<file path="config.mk">
export PLATFORM = sky130hd
export DESIGN_NAME = ud_speed_input_ctrl
export DESIGN_NICKNAME = d
export VERILOG_FILES = /design/src/rtl/ud_speed_input_ctrl_pkg.sv /design/src/rtl/ud_speed_input_ctrl_debounce_fsm.sv /design/src/rtl/ud_speed_input_ctrl.sv
export SDC_FILE = /design/constraint.sdc
export NUM_CORES = 1
export LEC_CHECK = 0
export CAP_MARGIN = 40
export CORE_MARGIN = 3
export CORE_UTILIZATION = 54
export DETAILED_ROUTE_END_ITERATION = 12
export PLACE_DENSITY = 0.75
export SETUP_SLACK_MARGIN = 0.05
export SYNTH_ARGS = -nofsm -noshare
export SYNTH_HDL_FRONTEND = slang
export SYNTH_SLANG_ARGS = --single-unit
</file>
<file path="constraint.sdc">
create_clock -name clk -period 2 [get_ports clk]
set_input_delay 0.6 -clock clk [delete_from_list [all_inputs] [get_ports clk]]
set_output_delay 0.6 -clock clk [all_outputs]
set_load 0.02 [all_outputs]
</file>
<file path="src/rtl/ud_speed_input_ctrl_pkg.sv">
// Shared types and constants for the push-button input conditioner.
// Latency: n/a (declarations only).
// Backpressure: n/a.
package ud_speed_input_ctrl_pkg;

    // Debounce FSM state encoding
    typedef enum logic [1:0] {
        IDLE         = 2'd0,
        PRESS_WAIT   = 2'd1,
        HELD         = 2'd2,
        RELEASE_WAIT = 2'd3
    } db_state_t;

    // Output reset values: count up, fastest clock-select
    localparam logic       UD_RST = 1'b1;
    localparam logic [1:0] SW_RST = 2'b00;

    // 10 ms at 100 MHz
    localparam int DEBOUNCE_CYCLES_DEFAULT = 1000000;
    localparam int CNT_W_DEFAULT           = 20;

endpackage

</file>
<file path="src/rtl/ud_speed_input_ctrl_debounce_fsm.sv">
// Synchronizes and debounces one raw push-button; emits a strobe on accepted press.
// Latency: press_strobe 2 + DEBOUNCE_CYCLES cycles after a stable raw press (Mealy, comb from state).
// Backpressure: none; free-running, strobe is fire-and-forget.
// Ports: clk, reset (async, active-high), btn (raw, async), press_strobe (1-cycle),
//        stable_level (1 while the debounced button is considered held).
module debounce_fsm
    import ud_speed_input_ctrl_pkg::*;
#(
    parameter int DEBOUNCE_CYCLES = DEBOUNCE_CYCLES_DEFAULT,
    parameter int CNT_W           = CNT_W_DEFAULT
) (
    input  logic clk,
    input  logic reset,
    input  logic btn,
    output logic press_strobe,
    output logic stable_level
);

    localparam logic [CNT_W-1:0] CNT_LAST = CNT_W'(DEBOUNCE_CYCLES - 1);

    logic             sync1;
    logic             sync2;
    db_state_t        state_q;
    db_state_t        state_d;
    logic [CNT_W-1:0] cnt_q;
    logic [CNT_W-1:0] cnt_d;

    // Two-flop synchronizer for the asynchronous button
    always_ff @(posedge clk or posedge reset) begin
        if (reset) begin
            sync1 <= 1'b0;
            sync2 <= 1'b0;
        end else begin
            sync1 <= btn;
            sync2 <= sync1;
        end
    end

    always_ff @(posedge clk or posedge reset) begin
        if (reset) begin
            state_q <= IDLE;
            cnt_q   <= '0;
        end else begin
            state_q <= state_d;
            cnt_q   <= cnt_d;
        end
    end

    // Counter is cleared on every state change and in the two resting states,
    // so only the two wait states ever carry a non-zero count.
    always_comb begin
        state_d      = state_q;
        cnt_d        = '0;
        press_strobe = 1'b0;
        case (state_q)
            IDLE: begin
                if (sync2) state_d = PRESS_WAIT;
            end
            PRESS_WAIT: begin
                if (!sync2) begin
                    state_d = IDLE;
                end else if (cnt_q == CNT_LAST) begin
                    state_d      = HELD;
                    press_strobe = 1'b1;
                end else begin
                    cnt_d = cnt_q + 1'b1;
                end
            end
            HELD: begin
                if (!sync2) state_d = RELEASE_WAIT;
            end
            RELEASE_WAIT: begin
                if (sync2) begin
                    state_d = HELD;
                end else if (cnt_q == CNT_LAST) begin
                    state_d = IDLE;
                end else begin
                    cnt_d = cnt_q + 1'b1;
                end
            end
            default: state_d = IDLE;
        endcase
    end

    assign stable_level = (state_q == HELD) || (state_q == RELEASE_WAIT);

endmodule

</file>
<file path="src/rtl/ud_speed_input_ctrl.sv">
// Turns two bouncing buttons into a toggling UD level and a stepping 2-bit SW select.
// Latency: outputs and *_pulse change 1 cycle after the debouncer's press strobe (3 + DEBOUNCE_CYCLES from raw press).
// Backpressure: none; outputs are levels held stable >= DEBOUNCE_CYCLES between changes.
// Ports: clk, reset (async, active-high), btn_ud, btn_speed (raw, async),
//        UD (1 = up), SW[1:0] (clock select), ud_pulse, speed_pulse (1-cycle strobes).
module ud_speed_input_ctrl
    import ud_speed_input_ctrl_pkg::*;
#(
    parameter int DEBOUNCE_CYCLES = DEBOUNCE_CYCLES_DEFAULT,
    parameter int CNT_W           = CNT_W_DEFAULT
) (
    input  logic       clk,
    input  logic       reset,
    input  logic       btn_ud,
    input  logic       btn_speed,
    output logic       UD,
    output logic [1:0] SW,
    output logic       ud_pulse,
    output logic       speed_pulse
);

    logic ud_strobe;
    logic speed_strobe;
    logic ud_level_unused;
    logic speed_level_unused;

    debounce_fsm #(
        .DEBOUNCE_CYCLES (DEBOUNCE_CYCLES),
        .CNT_W           (CNT_W)
    ) u_db_ud (
        .clk          (clk),
        .reset        (reset),
        .btn          (btn_ud),
        .press_strobe (ud_strobe),
        .stable_level (ud_level_unused)
    );

    debounce_fsm #(
        .DEBOUNCE_CYCLES (DEBOUNCE_CYCLES),
        .CNT_W           (CNT_W)
    ) u_db_speed (
        .clk          (clk),
        .reset        (reset),
        .btn          (btn_speed),
        .press_strobe (speed_strobe),
        .stable_level (speed_level_unused)
    );

    // Channels are independent, so simultaneous strobes both take effect.
    always_ff @(posedge clk or posedge reset) begin
        if (reset) begin
            UD          <= UD_RST;
            SW          <= SW_RST;
            ud_pulse    <= 1'b0;
            speed_pulse <= 1'b0;
        end else begin
            ud_pulse    <= ud_strobe;
            speed_pulse <= speed_strobe;
            if (ud_strobe)    UD <= ~UD;
            if (speed_strobe) SW <= SW + 2'd1;   // wraps 3 -> 0
        end
    end

endmodule
</file>
==> run_results.csv <==
group,metric,value,unit
status,status,"finished with violations",
status,violations,"setup timing",
global_route,grt_pass1_wl,8180,um
pwr,leakagePower,0.00121,uW
logic_synthesis,ys_top_cells_by_area,"dfrtp_1 (51%), xnor2_1 (6.9%), nor2_1 (6.2%)",
hold_path,min_path_cells,0,
setup_path,arrival,2210,ps
sta,fmax,497,MHz
logic_synthesis,ys_ff_latch,53,
setup_path,cp_cell_sequence,"or4b_1, or4_1, buf_6, nor3_4, mux2_4",
sta,fin_crit_sh,101,%
routing,first_iter_violations,146,
die,dieArea,0.00556,sq mm
clock_tree,cts_tree,"yes",
sta,tns,-11.7,ps
pwr,swShare,22.0,%
logic_synthesis,syn_area,0.00254,sq mm
routing,avgViaCountPerCell,5.60,
sta,worst_pin_slew,448,ps
logic_synthesis,syn_nets,252,
finish,final_cell_area,0.00298,sq mm
global_route,antenna_found_initial,0,
sta,hold_viol,0,
pwr,power_per_cell_area,599,mW/mm^2
sta,setup_ws,-11.7,ps
finish,nNetsFinal,284,
routing,drtPass1Iterations,4,
hold_path,hp-start,"u_db_ud.sync1$_DFF_PP0_",
setup_path,cp_top_family,"simple AND/OR/NAND/NOR gates",
setup_path,required,2200,ps
clock_tree,cts.path.max_buffers,2,
routing,drcViolationCount,0,
logic_synthesis,synthArstFlopShare,100,%
finish,post-route-util,67.0,%
finish,drive_above_1_share,16.1,%
setup_path,reg2reg_depth,5,
finish,stdcell_count,331,
placed_design,gp_congestion,0.860,
pwr,p_sw,392,uW
pwr,pwr-share-comb,4.2,%
logic_synthesis,seq_area_frac_synth,52.3,%
logic_synthesis,yosysUniqueCellTypes,43,
placed_design,dp_cells,321,
logic_synthesis,syn_area_per_cell,10.3,sq um
die,fp.dieW,74.6,um
routing,wl_per_cell,13.9,um
logic_synthesis,synth_common_cells,"dfrtp_1 (52), nor2_1 (42), xnor2_1 (20)",
setup_path,worstSetupEndpointType,"register",
global_route,grt_max_degree,23,
setup_path,r2r_slack,-10,ps
placed_design,dpl.hpwl,3260,um
setup_path,max_stage_delay,490,ps
setup_path,slowest_stage,"or4b_1",
logic_synthesis,yosysTopAreaCell,"dfrtp_1",
clock_tree,htree_levels,2,
routing,ant_nets,0,
finish,nFillCells,338,
setup_path,worstSetupPathType,"register to register",
run,max_cap_viol_count,0,
placed_design,io_buffers,8,
setup_path,critPathLaunchType,"register",
sta,period_minus_slack,2010,ps
clock_tree,clk_latency,310,ps
pwr,p_int,1390,uW
setup_path,regToRegStartpoint,"u_db_speed.cnt_q[12]$_DFF_PP0_",
placed_design,placed_cell_area,0.00285,sq mm
sta,setup_viol,1,
sta,whs,354,ps
sta,skew,7.54,ps
die,core,0.00444,sq mm
die,rows,24,
global_route,grt.overflow.total,0,
clock_tree,cts_root_buffer,"clkbuf_8",
logic_synthesis,synthCells,246,
sta,slew-limit-headroom,69.9,%
setup_path,crit_fanout,5,
logic_synthesis,synth-main-ff-cell,"dfrtp_1",
pwr,clkPwrFrac,34.8,%
logic_synthesis,synth-edff-count,0,
global_route,grt_usage,19.4,%
die,start_util,57.1,%
die,ioPinCount,9,
clock_tree,cts.sinks,53,
logic_synthesis,synth.most_common_cell,"dfrtp_1",
sta,slew_viol_final,0,
routing,vias,1854,
sta,rsz0062_at_grt,"true",
clock_tree,cts_buffers,5,
global_route,grt_pass1_vias,1771,
finish,num_antenna_cells,0,
setup_path,path_buf_inv,1,
clock_tree,clkSlewWorstSetupHoldPaths,90,ps
logic_synthesis,synth_top_cell_area_share,51.3,%
hold_path,min_path_type,"register to register",
finish,area_delta_synth_final,17.4,%
die,dieHeight,74.6,um
routing,routed_wl,4610,um
pwr,p_seq_share,61.0,%
pwr,irDropWorstVdd,337,uV
logic_synthesis,synth_warnings,0,
hold_path,min_to,"u_db_ud.sync2$_DFF_PP0_",
==> stage by stage <==
stage                     setup WS (ps)  total power (uW)
final                             -11.7              1780
after global routing              -74.9              1870
after CTS                         -19.3              1800
after detailed placement          -27.6              1190
after global placement            -16.6              1180
after floorplan                   -18.0              1150
==> timing repair <==
action | CTS | global route
endpoints found under the hold margin | 0 | 0
endpoints found under the setup margin | 19 | 26
gates resized for setup | 3 | 5
pin swaps | 0 | 1
hold buffers | 0 | 0
buffers inserted | 2 | 0
==> worst max path at each step <==
stage	from	endpoint	slack [ps]	cells after the start
after floorplan	u_db_speed.cnt_q[12]$_DFF_PP0_	register	-20	5
after global placement	u_db_speed.cnt_q[12]$_DFF_PP0_	register	-20	5
after detailed placement	u_db_speed.cnt_q[13]$_DFF_PP0_	register	-30	5
after CTS	u_db_speed.cnt_q[12]$_DFF_PP0_	register	-20	5
after global routing	u_db_speed.cnt_q[12]$_DFF_PP0_	SW[1]$_DFFE_PP0P_	-70	5
final	u_db_speed.cnt_q[12]$_DFF_PP0_	register	-10	5
==> state kept, by name, summed over array words and instances (netlist names), named ones only <==
signal and flops:
UD 1, u_db_speed.sync2 1, u_db_speed.cnt_q 20, u_db_speed.sync1 1, u_db_ud.cnt_q 20, u_db_ud.state_q 1
SW 2, u_db_speed.state_q 1, u_db_ud.sync1 1, u_db_ud.sync2 1, ud_pulse 1, speed_pulse 1
==> final cells by class <==
class	instances	area [sq um]	area share, %
Multi-Input combinational cell	177	1160	39.0
Timing Repair Buffer	31	295	9.92
Inverter	10	37.5	1.26
Tap cell	52	65.1	2.18
Sequential cell	53	1330	44.6
Clock buffer	8	90.1	3.03
==> logic make-up (layout without fill, tap and decap cells) <==
kind of cell | after synthesis | after routing | share of synthesized area [%]
buffers and inverters | 16 | 49 | 2.86
AOI/OAI and AO/OA | 19 | 19 | 5.28
and+or+nand+nor | 121 | 121 | 26.3
muxes | 2 | 2 | 0.888
xor gates and xnor gates | 33 | 33 | 11.4
DFF | 53 | 53 | 52.3
adders and majority gates | 2 | 2 | 0.986
==> routing by layer <==
metal	vias up	routed length, um	share of wire, %	global-route usage (%)
li1	930	-	-	-
met1	891	2240	48	26.9
met2	27	2130	46	29.6
met3	6	174	3.8	5.14
met4	0	70	1.5	7.11
met5	-	0	0	0
==> power by group through the flow <==
stage,Sequential [uW],Clock (uW),Combinational [uW]
after floorplan,1110,0,43.0
after global placement,1110,0,74.8
after detailed placement,1110,0,77.5
after CTS,1090,638,77.6
after global routing,1090,695,84.8
final,1090,621,75.0
==> placed cells by master (no fill, tap or decap), types with 8 or more instances in the layout <==
cell type  count
dfrtp_1       52
nor2_1        42
xnor2_1       20
buf_4         19
xor2_1        13
nand2_1       12
nand4_1       12
nor4_1        11
nand3_1       11
inv_1          9
nor3_1         8
(Power assumes the default switching activity.)
